<file path="config.mk">
export PLATFORM = sky130hd
export DESIGN_NAME = top_k_feeder
export DESIGN_NICKNAME = d
export VERILOG_FILES = /design/src/rtl/top_k_feeder.sv
export SDC_FILE = /design/constraint.sdc
export NUM_CORES = 2
export LEC_CHECK = 0
export ABC_AREA = 0
export CAP_MARGIN = 10
export CORE_ASPECT_RATIO = 0.7
export CORE_MARGIN = 3
export CORE_UTILIZATION = 50
export DETAILED_ROUTE_END_ITERATION = 8
export PLACE_DENSITY_LB_ADDON = 0.05
export SLEW_MARGIN = 20
export SYNTH_ARGS = -nofsm -noshare
export SYNTH_HDL_FRONTEND = slang
export SYNTH_SLANG_ARGS = --single-unit
export TNS_END_PERCENT = 10
</file>
<file path="constraint.sdc">
create_clock -name clk -period 2.8 [get_ports clk]
set_input_delay 0.28 -clock clk [delete_from_list [all_inputs] [get_ports clk]]
set_output_delay 0.28 -clock clk [all_outputs]
set_load 0.005 [all_outputs]
</file>
<file path="src/rtl/top_k_feeder.sv">
// Upstream stage of the top-k chain: unpacks wide AXI-Stream beats into one integer
// per handshake and clears the chain before each query's first integer.
module top_k_feeder #(
  parameter int IN_WIDTH     = 512,
  parameter int INTEGER_SIZE = 32,
  parameter int CLEAR_CYCLES = 4
) (
  input  logic                    clk,
  input  logic                    rst_n,
  input  logic [IN_WIDTH-1:0]     s_axis_tdata,
  input  logic [IN_WIDTH/8-1:0]   s_axis_tkeep,
  input  logic                    s_axis_tvalid,
  input  logic                    s_axis_tlast,
  output logic                    s_axis_tready,
  output logic [INTEGER_SIZE-1:0] m_axis_tdata,
  output logic                    m_axis_tvalid,
  output logic                    m_axis_tlast,
  input  logic                    m_axis_tready,
  output logic                    clear_out,
  output logic [31:0]             query_count,
  output logic                    query_done
);

  localparam int LANES = IN_WIDTH / INTEGER_SIZE;
  localparam int BPL   = INTEGER_SIZE / 8;
  localparam int IW    = (LANES > 1) ? $clog2(LANES) : 1;
  localparam int CW    = $clog2(CLEAR_CYCLES + 1);

  typedef enum logic [1:0] {IDLE, CLEAR, STREAM} state_t;

  state_t                  state_reg;
  logic [IN_WIDTH-1:0]     buf_data_reg;
  logic [LANES-1:0]        buf_valid_reg;
  logic                    buf_last_reg;
  logic                    buf_full_reg;
  logic [IW-1:0]           buf_hi_reg;
  logic [IW-1:0]           idx_reg;
  logic [CW-1:0]           clr_cnt_reg;
  logic [31:0]             running_reg;
  logic [31:0]             query_count_reg;
  logic                    query_done_reg;

  logic [LANES-1:0]        in_valid;
  logic [IW-1:0]           in_hi;
  logic                    in_keep_beat;
  logic [INTEGER_SIZE-1:0] buf_lane [LANES];
  logic                    at_hi, out_hs, last_hs, in_hs, streaming;

  // Invalid lanes read as zero, so a keep-less last beat emits a harmless 0.
  for (genvar gi = 0; gi < LANES; gi++) begin : g_lane
    assign in_valid[gi] = &s_axis_tkeep[gi*BPL +: BPL];
    assign buf_lane[gi] = buf_valid_reg[gi] ? buf_data_reg[gi*INTEGER_SIZE +: INTEGER_SIZE]
                                            : '0;
  end

  always_comb begin
    in_hi = '0;
    for (int i = 1; i < LANES; i++)
      if (in_valid[i]) in_hi = IW'(i);
  end

  // Empty non-last beats never occupy the buffer; empty last beats still close the query.
  assign in_keep_beat = (|in_valid) || s_axis_tlast;

  assign streaming     = (state_reg == STREAM);
  assign at_hi         = (idx_reg == buf_hi_reg);
  assign m_axis_tvalid = streaming && buf_full_reg;
  assign m_axis_tdata  = buf_lane[idx_reg];
  assign m_axis_tlast  = m_axis_tvalid && buf_last_reg && at_hi;
  assign out_hs        = m_axis_tvalid && m_axis_tready;
  assign last_hs       = out_hs && at_hi;
  assign clear_out     = (state_reg == CLEAR);
  assign s_axis_tready = rst_n && ((state_reg == IDLE) ||
                         (streaming && (!buf_full_reg || (last_hs && !buf_last_reg))));
  assign in_hs         = s_axis_tvalid && s_axis_tready;
  assign query_count   = query_count_reg;
  assign query_done    = query_done_reg;

  always_ff @(posedge clk or negedge rst_n) begin
    if (!rst_n) begin
      state_reg       <= IDLE;
      buf_data_reg    <= '0;
      buf_valid_reg   <= '0;
      buf_last_reg    <= 1'b0;
      buf_full_reg    <= 1'b0;
      buf_hi_reg      <= '0;
      idx_reg         <= '0;
      clr_cnt_reg     <= '0;
      running_reg     <= '0;
      query_count_reg <= '0;
      query_done_reg  <= 1'b0;
    end else begin
      query_done_reg <= 1'b0;
      case (state_reg)
        IDLE: begin
          if (in_hs) begin
            buf_data_reg  <= s_axis_tdata;
            buf_valid_reg <= in_valid;
            buf_last_reg  <= s_axis_tlast;
            buf_hi_reg    <= in_hi;
            buf_full_reg  <= in_keep_beat;
            clr_cnt_reg   <= CW'(CLEAR_CYCLES);
            state_reg     <= CLEAR;
          end
        end
        CLEAR: begin
          clr_cnt_reg <= clr_cnt_reg - 1'b1;
          if (clr_cnt_reg == CW'(1)) begin
            state_reg <= STREAM;
            idx_reg   <= '0;
          end
        end
        STREAM: begin
          if (out_hs) begin
            if (at_hi) begin
              idx_reg      <= '0;
              buf_full_reg <= 1'b0;
              if (buf_last_reg) begin
                query_count_reg <= running_reg + 32'd1;
                query_done_reg  <= 1'b1;
                running_reg     <= '0;
                state_reg       <= IDLE;
              end else begin
                running_reg <= running_reg + 32'd1;
              end
            end else begin
              idx_reg     <= idx_reg + 1'b1;
              running_reg <= running_reg + 32'd1;
            end
          end
          // Reload wins over the drain above so the next beat follows without a bubble.
          if (in_hs) begin
            buf_data_reg  <= s_axis_tdata;
            buf_valid_reg <= in_valid;
            buf_last_reg  <= s_axis_tlast;
            buf_hi_reg    <= in_hi;
            buf_full_reg  <= in_keep_beat;
            idx_reg       <= '0;
          end
        end
        default: state_reg <= IDLE;
      endcase
    end
  end

endmodule
</file>
==> results.json <==
{
  "status": "finished with violations",
  "violations": "negative setup slack",
  "syn_inst": 2196,
  "die_area_sq_um": 58800,
  "overflow": 0,
  "ant_nets": 0,
  "critPathKind": "flip-flop to output port",
  "cts_tree": "built",
  "gr-usage-all-layers_pct": 37.6,
  "cts_made_buffers": 57,
  "grt_max_degree": 199,
  "yosys_warnings": 0,
  "synth-seq-cells": 608,
  "p_sw_uw": 14300,
  "drt-vias-per-instance": 6.31,
  "wire_per_inst_um": 30.7,
  "finalWorstSetupSlack_ns": -0.410,
  "drc": 0,
  "fmax_mhz": 312,
  "synthFlopType": "dfrtp_1",
  "crit_arrival_ns": 2.93,
  "clock_latency_ns": 0.63,
  "holdWs_ns": 0.0772,
  "startpoint_type": "flip-flop",
  "ys_seq_area_share_pct": 54.5,
  "peakVddDrop_mv": 0.668,
  "fin_crit_ns": 3.21,
  "root_buffer": "clkbuf_16",
  "power_frac_clock_pct": 20.9,
  "cp_slowest_stage_delay_ns": 0.53,
  "synth_enable_flop_cells": 0,
  "port_buffers": 649,
  "total_power_uw": 39700,
  "switching_share_pct": 35.9,
  "hold_viol": 0,
  "synth_area_leaders": "dfrtp_1, mux2_2, a221oi_1",
  "wl_um": 113000,
  "crit_family": "buffers and inverters",
  "start_util_pct": 51.3,
  "cellPowerDensity_nw_per_um2": 987,
  "p_comb_share_pct": 37.0,
  "p_int_uw": 25500,
  "hold_path.class": "input port to asynchronous set/reset pin",
  "skew_ns": 0.0232,
  "yosys.area.top_type": "dfrtp_1",
  "worst_pin_slew_ns": 1.17,
  "cp_slowest_cell": "mux4_2",
  "rows": 71,
  "fin_crit_sh_pct": 115,
  "syn_area_per_cell_sq_um": 12.7,
  "rsz0062_at_grt": "true",
  "syn2layout_area_growth_pct": 44.2,
  "grt_pass1_vias": 23600,
  "finalNetCount": 3471,
  "final_util_pct": 73.9,
  "p_seq_share_pct": 42.1,
  "final_layout_size_suffix_gt1_share_pct": 36.1,
  "synth_area_sq_um": 27900,
  "htreeDepth": 2,
  "drt_pre_antenna_iters": 5,
  "multi_input_area_sq_um": 13500,
  "ios": 650,
  "seq_area_sq_um": 15200,
  "path_clk_slew_ns": 0.06,
  "place_congestion": 0.992,
  "cp_data_required_time_ns": 2.52,
  "nFillCells": 3575,
  "p_leak_uw": 0.0164,
  "cts_sinks": 608,
  "crit_buf_inv": 6,
  "dieHeight_um": 204,
  "fin_setup_tns_ns": -7.47,
  "async_reset_ff_share_pct": 100,
  "grt_pass1_wl_um": 161000,
  "drtIter0Drc": 2170,
  "vias": 23300,
  "fp.coreArea_sq_um": 54500,
  "largest_reg_flops": 512,
  "finalMaxSlewViolations": 0,
  "setup_viol": 32,
  "hpwl_um": 82600,
  "antenna_found_initial": 33,
  "crit_path_end_kind": "output port",
  "yosysUniqueCellTypes": 60,
  "max-slew-margin-rel_pct": 22.2,
  "syn_nets": 2781,
  "preCtsSetupSlack_ns": -0.407,
  "yosysTopAreaCellShare_pct": 54.5,
  "cp_max_fo": 6,
  "clk_path_buf_depth": 3,
  "crit_path_cell_trace": "buf_12, buf_6, nor2b_4, buf_12, buf_16, buf_4, a221oi_4, nor2_2, mux4_2, buf_6",
  "maxCapViolCount": 0,
  "die_w_um": 288
}
-- area by class of cell --
cell class | instances | share of cell area [%]
Inverter | 25 | 0.236
Clock buffer | 80 | 4.13
Clock inverter | 24 | 0.799
Antenna cell | 23 | 0.143
Tap cell | 730 | 2.27
Sequential cell | 608 | 37.8
Timing Repair Buffer | 812 | 21.2
Multi-Input combinational cell | 1382 | 33.5
-- synth_stat cells, drive strengths merged, types with 2 or more instances --
| library cell | number |
|---|---|
| dfrtp | 608 |
| nand4b | 2 |
| a21boi | 2 |
| nand2 | 74 |
| nor4 | 6 |
| nor2b | 11 |
| a32oi | 2 |
| nand2b | 4 |
| o221ai | 30 |
| mux4 | 17 |
| nand3b | 2 |
| or3 | 15 |
| a22oi | 91 |
| ha | 4 |
| clkbuf | 75 |
| a21oi | 90 |
| a22o | 2 |
| nor3 | 8 |
| nor2 | 111 |
| xor2 | 11 |
| and4 | 5 |
| buf | 106 |
| nor3b | 2 |
| o21ai | 82 |
| and3 | 4 |
| and2 | 11 |
| a21o | 5 |
| mux2 | 514 |
| xnor2 | 21 |
| inv | 24 |
| a31oi | 4 |
| nand4 | 37 |
| or4 | 2 |
| a221oi | 166 |
| o22ai | 17 |
| nand3 | 18 |
| o31ai | 4 |
-- metal layers --
layer | global-route usage (%) | vias up | wire, um
li1 | - | 9712 | -
met1 | 49.5 | 12000 | 44200
met2 | 58.0 | 1269 | 51900
met3 | 11.4 | 261 | 12100
met4 | 15.7 | 18 | 4740
met5 | 0 | - | 112
-- power groups by stage --
stage                     sequential (uW)  combinational (uW)  clock [uW]
after global routing                17100               15500        8720
after floorplan                     14700                7480           0
after CTS                           16400               14100        8370
final                               16700               14700        8320
after global placement              15900               12500           0
after detailed placement            16000               12900           0
-- cells in the final DEF (no fill, tap or decap), types with 61 or more instances in the layout --
cell,instances
a21oi_1,62
buf_4,87
clkdlybuf4s50_1,614
mux2_2,500
dfrtp_1,605
a221oi_1,61
a22oi_1,65
nor2_1,74
o21ai_0,78
nand2_1,74
-- through the flow --
stage	cell area, sq um	cells
after global placement	35900	3525
after floorplan	27900	2196
final	40300	3684
after global routing	40200	3682
after detailed placement	35900	3525
after CTS	39800	3659
-- what timing repair did --
action | 4_1_cts | 5_1_grt
setup buffers | 21 | 3
pin swaps | 76 | 25
gates resized for setup | 410 | 59
endpoints found under the hold margin | 73 | 0
gates cloned | 11 | 1
hold buffers | 1 | 0
setup endpoints to repair | 34 | 56
-- path summary, 6_finish.rpt --
| path | slack, ns | endpoint | from | cells after the start |
|---|---|---|---|---|
| max | -0.41 | m_axis_tdata[15] | idx_reg[0]$_DFFE_PN0P_ | 10 |
| max reg2reg | 0.12 | buf_data_reg[185]$_DFFE_PN0P_ | idx_reg[3]$_DFFE_PN0P_ | 8 |
| min | 0.08 | buf_data_reg[508]$_DFFE_PN0P_ | rst_n | 2 |
| max in group asynchronous | 0.99 | buf_data_reg[311]$_DFFE_PN0P_ | rst_n | 4 |
| min reg2reg | 0.48 | query_count[20]$_DFFE_PN0P_ | query_count[20]$_DFFE_PN0P_ | 1 |
| min in group clk | 0.25 | buf_data_reg[366]$_DFFE_PN0P_ | s_axis_tdata[366] | 2 |
-- kinds of logic after synthesis --
kind of cell               synth area share, %
buffers and inverters                     3.82
DFF                                       54.5
AOI/OAI and AO/OA                         12.8
adders and majority gates                0.179
xor gates and xnor gates                  1.00
muxes                                     22.1
and+or+nand+nor                           5.57
Power figures use the tool's default switching activity.
